==> config.mk <==
export PLATFORM = sky130hd
export DESIGN_NAME = dmem_arbiter
export DESIGN_NICKNAME = d
export VERILOG_FILES = /design/src/rtl/dmem_pkg.sv /design/src/rtl/dmem_arbiter_rr_arb2.sv /design/src/rtl/dmem_arbiter.sv
export SDC_FILE = /design/constraint.sdc
export NUM_CORES = 1
export LEC_CHECK = 0
export BUFFER_PORTS_ARGS = -buffer_cell sky130_fd_sc_hd__buf_2
export CAP_MARGIN = 20
export CORE_AREA = 10 10 221 223
export CTS_CLUSTER_DIAMETER = 50
export DETAILED_ROUTE_END_ITERATION = 10
export DIE_AREA = 0 0 231 233
export PLACE_DENSITY_LB_ADDON = 0.1
export SYNTH_ARGS = -nofsm -noshare
export SYNTH_HDL_FRONTEND = slang
export SYNTH_HIERARCHICAL = 1
export SYNTH_SLANG_ARGS = --single-unit
==> constraint.sdc <==
create_clock -name clk -period 5.9 [get_ports clk]
set_input_delay 0.885 -clock clk [delete_from_list [all_inputs] [get_ports clk]]
set_output_delay 0.885 -clock clk [all_outputs]
set_load 0.1 [all_outputs]
==> src/rtl/dmem_pkg.sv <==
// Shared definitions for the data-memory arbiter: FSM encoding, memory
// geometry and requester identifiers.
package dmem_pkg;

    typedef enum logic [1:0] {
        IDLE   = 2'd0,
        ACCESS = 2'd1,
        RESP   = 2'd2
    } state_e;

    localparam int         MEM_BYTES  = 256;
    localparam logic [2:0] ALIGN_MASK = 3'b111;

    localparam logic REQ_CORE = 1'b0;
    localparam logic REQ_AUX  = 1'b1;

endpackage

==> src/rtl/dmem_arbiter_rr_arb2.sv <==
// Two-input round-robin arbiter. A lone requester always wins; on a tie the
// pointer picks the winner, and each accept hands priority to the loser.
module rr_arb2
    import dmem_pkg::*;
(
    input  logic       clk,
    input  logic       reset_n,
    input  logic [1:0] req,
    input  logic       accept,
    output logic [1:0] gnt,
    output logic       gnt_id
);

    logic rr_ptr;

    // Grant selection: single valid wins, tie resolved by rr_ptr.
    always_comb begin
        gnt_id = rr_ptr;
        if (req == 2'b01)      gnt_id = REQ_CORE;
        else if (req == 2'b10) gnt_id = REQ_AUX;
        gnt = 2'b00;
        if (req != 2'b00) gnt = (gnt_id == REQ_AUX) ? 2'b10 : 2'b01;
    end

    // Pointer moves to the other requester on every accept.
    always_ff @(posedge clk or negedge reset_n) begin
        if (!reset_n)    rr_ptr <= REQ_CORE;
        else if (accept) rr_ptr <= ~gnt_id;
    end

endmodule

==> src/rtl/dmem_arbiter.sv <==
// Arbiter/sequencer in front of the single-port data memory. One transaction
// in flight: IDLE accepts, ACCESS drives the memory for one cycle, RESP shows
// a one-cycle response to the owner. Bad addresses skip ACCESS entirely.
module dmem_arbiter
    import dmem_pkg::*;
#(
    parameter int ADDR_W    = 64,
    parameter int DATA_W    = 64,
    parameter int MEM_BYTES = dmem_pkg::MEM_BYTES
) (
    input  logic              clk,
    input  logic              reset_n,

    input  logic              r0_req_valid,
    output logic              r0_req_ready,
    input  logic              r0_req_write,
    input  logic [ADDR_W-1:0] r0_req_addr,
    input  logic [DATA_W-1:0] r0_req_wdata,
    output logic              r0_rsp_valid,
    output logic [DATA_W-1:0] r0_rsp_rdata,
    output logic              r0_rsp_err,

    input  logic              r1_req_valid,
    output logic              r1_req_ready,
    input  logic              r1_req_write,
    input  logic [ADDR_W-1:0] r1_req_addr,
    input  logic [DATA_W-1:0] r1_req_wdata,
    output logic              r1_rsp_valid,
    output logic [DATA_W-1:0] r1_rsp_rdata,
    output logic              r1_rsp_err,

    output logic [ADDR_W-1:0] mem_addr,
    output logic [DATA_W-1:0] mem_wdata,
    output logic              mem_write,
    output logic              mem_read,
    input  logic [DATA_W-1:0] mem_rdata,

    output logic              busy
);

    // Highest legal word address; the compare spans the full address width,
    // so any stray upper bit makes the access out of range.
    localparam logic [ADDR_W-1:0] LAST_ADDR = ADDR_W'(MEM_BYTES - 8);

    state_e              state, state_nx;
    logic [1:0]          gnt;
    logic                gnt_id;
    logic                accept;
    logic                sel_write, sel_err;
    logic [ADDR_W-1:0]   sel_addr;
    logic [DATA_W-1:0]   sel_wdata;
    logic                lat_write, lat_id;
    logic [1:0]          rsp_valid, rsp_err;
    logic [1:0][DATA_W-1:0] rsp_rdata;

    rr_arb2 u_arb (
        .clk    (clk),
        .reset_n(reset_n),
        .req    ({r1_req_valid, r0_req_valid}),
        .accept (accept),
        .gnt    (gnt),
        .gnt_id (gnt_id)
    );

    // Payload of the granted requester and its address check.
    always_comb begin
        sel_write = (gnt_id == REQ_AUX) ? r1_req_write : r0_req_write;
        sel_addr  = (gnt_id == REQ_AUX) ? r1_req_addr  : r0_req_addr;
        sel_wdata = (gnt_id == REQ_AUX) ? r1_req_wdata : r0_req_wdata;
        sel_err   = ((sel_addr[2:0] & ALIGN_MASK) != 3'b000) || (sel_addr > LAST_ADDR);
    end

    // FSM state register.
    always_ff @(posedge clk or negedge reset_n) begin
        if (!reset_n) state <= IDLE;
        else          state <= state_nx;
    end

    // Next state and handshake: ready only exists in IDLE.
    always_comb begin
        state_nx     = state;
        accept       = 1'b0;
        r0_req_ready = 1'b0;
        r1_req_ready = 1'b0;
        case (state)
            IDLE: begin
                if (gnt != 2'b00) begin
                    accept       = 1'b1;
                    r0_req_ready = gnt[0];
                    r1_req_ready = gnt[1];
                    state_nx     = sel_err ? RESP : ACCESS;
                end
            end
            ACCESS:  state_nx = RESP;
            RESP:    state_nx = IDLE;
            default: state_nx = IDLE;
        endcase
    end

    // Datapath: memory controls live for exactly the ACCESS cycle, response
    // registers for exactly the RESP cycle; everything else falls back to 0.
    always_ff @(posedge clk or negedge reset_n) begin
        if (!reset_n) begin
            mem_addr  <= '0;
            mem_wdata <= '0;
            mem_write <= 1'b0;
            mem_read  <= 1'b0;
            lat_write <= 1'b0;
            lat_id    <= REQ_CORE;
            rsp_valid <= '0;
            rsp_err   <= '0;
            rsp_rdata <= '0;
        end else begin
            mem_write <= 1'b0;
            mem_read  <= 1'b0;
            rsp_valid <= '0;
            rsp_err   <= '0;
            rsp_rdata <= '0;
            case (state)
                IDLE: begin
                    if (accept) begin
                        lat_write <= sel_write;
                        lat_id    <= gnt_id;
                        if (sel_err) begin
                            rsp_valid[gnt_id] <= 1'b1;
                            rsp_err[gnt_id]   <= 1'b1;
                        end else begin
                            mem_addr  <= sel_addr;
                            mem_wdata <= sel_wdata;
                            mem_write <= sel_write;
                            mem_read  <= ~sel_write;
                        end
                    end
                end
                ACCESS: begin
                    rsp_valid[lat_id] <= 1'b1;
                    rsp_rdata[lat_id] <= lat_write ? '0 : mem_rdata;
                end
                default: ;
            endcase
        end
    end

    assign busy         = (state != IDLE);
    assign r0_rsp_valid = rsp_valid[REQ_CORE];
    assign r0_rsp_err   = rsp_err[REQ_CORE];
    assign r0_rsp_rdata = rsp_rdata[REQ_CORE];
    assign r1_rsp_valid = rsp_valid[REQ_AUX];
    assign r1_rsp_err   = rsp_err[REQ_AUX];
    assign r1_rsp_rdata = rsp_rdata[REQ_AUX];

endmodule
==> results_dict.tcl <==
set metrics [dict create \
    vias 7992 \
    fin_skew_ps 22.1 \
    end_kind "flip-flop" \
    cp_max_fo 39 \
    syn_area_um2 10200 \
    pre_cts_slack_ps 1400 \
    clkTransAtPathRegs_ps 60 \
    hold_violations 0 \
    yosysWarningCount 6 \
    port-buffer-count 590 \
    syn-num-nets 1103 \
    max_stage_delay_ps 890 \
    grt-ovfl-total 0 \
    grt_max_degree 115 \
    ctsResizeCount 0 \
    io_pins 591 \
    cts_sinks 267 \
    dp_hpwl_mm 34.2 \
    slew_headroom_pct 33.2 \
    power.clock.fraction_pct 45.6 \
    synthTopCellsByCount "267 x dfrtp_1, 135 x nor2_1, 107 x mux2_2" \
    fin_crit_sh_pct 65.9 \
    ctsRootBufferMaster "clkbuf_16" \
    cp_num_buf_inv 3 \
    worstMarginPinSlew_ps 1000 \
    yosysTopAreaCell "dfrtp_1" \
    critPathKind "input pin to flip-flop" \
    grt_pass1_wl_mm 61.7 \
    core_area_um2 44100 \
    fin_nets 1699 \
    initial_core_util_pct 23.1 \
    wl_per_cell_um 21.6 \
    ant_nets 0 \
    hold_class "input pin to async pin" \
    min_period_ps 3890 \
    max-vdd-ir-drop_uv 166 \
    hold_buffers 0 \
    cp.arrival_ps 4300 \
    clkLatencyLatePin_ps 530 \
    fmaxAchievable_ghz 0.257 \
    cts-htree-levels 2 \
    swShare_pct 26.6 \
    die_w_um 231 \
    wl_mm 43.2 \
    drv_slew 0 \
    synth_area_per_cell_um2 13.1 \
    ys_ff_latch 267 \
    drt-pass1-iter-count 4 \
    cts_tree "yes" \
    post-cts-setup-buffer-count 0 \
    antenna_found_initial 11 \
    final_cells 1999 \
    grt_setup_unrepaired "no" \
    finalSetupViolCount 0 \
    synth-edff-count 0 \
    gp_congestion 0.931 \
    drive_above_1_share_pct 55.3 \
    cts-buffers-inserted 37 \
    fp-row-count 77 \
    crit_slowest_cell "a2111oi_4" \
    p_sw_w 0.00129 \
    cp-start-kind "input pin" \
    layout_setup_ws_ps 2010 \
    synthDistinctLibCells 36 \
    yosys_most_used_dff "dfrtp_1" \
    synthTopCellsByArea "dfrtp_1 66%, mux2_2 12%, nor2_1 5.0%" \
    finalSetupTns_ps 0 \
    crit_path_start "r1_req_valid" \
    p_int_w 0.00355 \
    yosys.area.top_type_share_pct 65.5 \
    synth_cells 777 \
    clockBufferDepth 3 \
    p_per_area_nw_per_um2 321 \
    rrSetupSlack_ps 2070 \
    ys_seq_area_share_pct 65.5 \
    grt_usage_pct 15.4 \
    cap_violations 0 \
    dp_cells 1926 \
    critical-path-top-delay-family "compound AO/OA/AOI/OAI gates" \
    die_area_um2 53800 \
    power_frac_comb_pct 15.8 \
    p_seq_share_pct 38.6 \
    async_flop_share_pct 100 \
    rr_startpoint "u_arb/rr_ptr" \
    cp_data_required_time_ps 6310 \
    p_leak_nw 8.49 \
    grt_pass1_vias 8953 \
    synthToLayoutAreaGrowth_pct 48.0 \
    status "completed" \
    synth_most_common_cell "dfrtp_1" \
    vias_per_cell 4.00 \
    die_h_um 233 \
    drc 0 \
    first_iter_violations 326 \
    cp_cell_sequence "buf_2 -> a21boi_0 -> nor2_4 -> buf_4 -> or4b_1 -> o22ai_1 -> o21ai_1 -> a2111oi_4 -> buf_12 -> mux2_2" \
]
[worst paths after layout]
path,end,depth (start not counted)
min in group clk,mem_wdata[61],1
worst max register to register,mem_wdata[52],9
worst min register to register,mem_wdata[61],1
worst max-delay path,mem_wdata[52],10
worst min-delay path,mem_addr[23],1
max in group asynchronous,rsp_err[1],2
[through the flow]
step	power, W	util (%)	hold WS (ps)	cell area (µm²)
after floorplan	0.00239	-	461	10200
after global placement	0.00269	31.3	464	13800
after detailed placement	0.00269	31.3	471	13800
after CTS	0.00495	34.1	394	15100
after global routing	0.00508	34.1	425	15100
final	0.00484	34.2	389	15100
[per-layer routing]
layer / up-vias / share of wire (%) / GRT usage, %
met2: 278 / 49 / 25.5
li1: 3797 / - / -
met3: 60 / 9.8 / 7.07
met4: 10 / 1.9 / 4.79
met5: - / 0.18 / 0
met1: 3847 / 39 / 17.4
[registers in the layout, summed over array words and instances (netlist names)]
name          flops
mem_wdata        64
lat_write         1
mem_write         1
mem_addr         64
rsp_err           2
u_arb/rr_ptr      1
r0_rsp_rdata     64
lat_id            1
state             2
rsp_valid         2
mem_read          1
r1_rsp_rdata     64
[worst reg2reg max path: cells and delay by family, from the launching register on]
kind	cells	cell delay [ps]
flip-flops	1	400
AND/OR/NAND/NOR	2	760
AO/OA/AOI/OAI	4	1470
multiplexers	1	400
buffers and inverters	2	680
[cells in the final DEF, fill, tap and decap left out, types with 3 or more instances in the layout]
cell,netlist,routed
or4_1,3,3
clkbuf_1,25,5
buf_4,1,7
clkinv_2,0,5
clkinv_4,0,4
clkinvlp_4,0,5
inv_1,3,3
nand2_1,4,4
bufinv_16,0,3
clkbuf_16,0,38
nor4_1,25,25
clkbuf_8,0,4
nand2b_1,65,65
buf_12,0,4
dfrtp_1,267,266
nand4_1,4,4
and2_1,3,3
buf_2,8,589
nor2_1,135,134
nor2b_1,60,60
mux2_1,32,32
diode_2,0,7
mux2_2,107,107
[power by group through the flow]
| stage | registers [W] | clock network, W | logic (W) |
|---|---|---|---|
| after global placement | 0.00190 | 0 | 0.000790 |
| after CTS | 0.00186 | 0.00230 | 0.000791 |
| after detailed placement | 0.00190 | 0 | 0.000789 |
| after global routing | 0.00187 | 0.00237 | 0.000845 |
| final | 0.00186 | 0.00221 | 0.000765 |
| after floorplan | 0.00195 | 0 | 0.000438 |
[final cells by class]
cell class,instances,area [µm²]
Inverter,3,11.3
Timing Repair Buffer,601,3100
Multi-Input combinational cell,463,3300
Antenna cell,7,17.5
Clock inverter,19,213
Fill cell,4614,29000
Sequential cell,267,6680
Clock buffer,47,1020
Tap cell,592,741
[kinds of logic after synthesis]
group	Yosys count	synth area share (%)
AOI/OAI and AO/OA	12	0.945
buffers and inverters	47	2.16
DFF	267	65.5
muxes	141	15.6
and+or+nand+nor	310	15.8
Note: power is estimated with default switching activity, not from simulation.
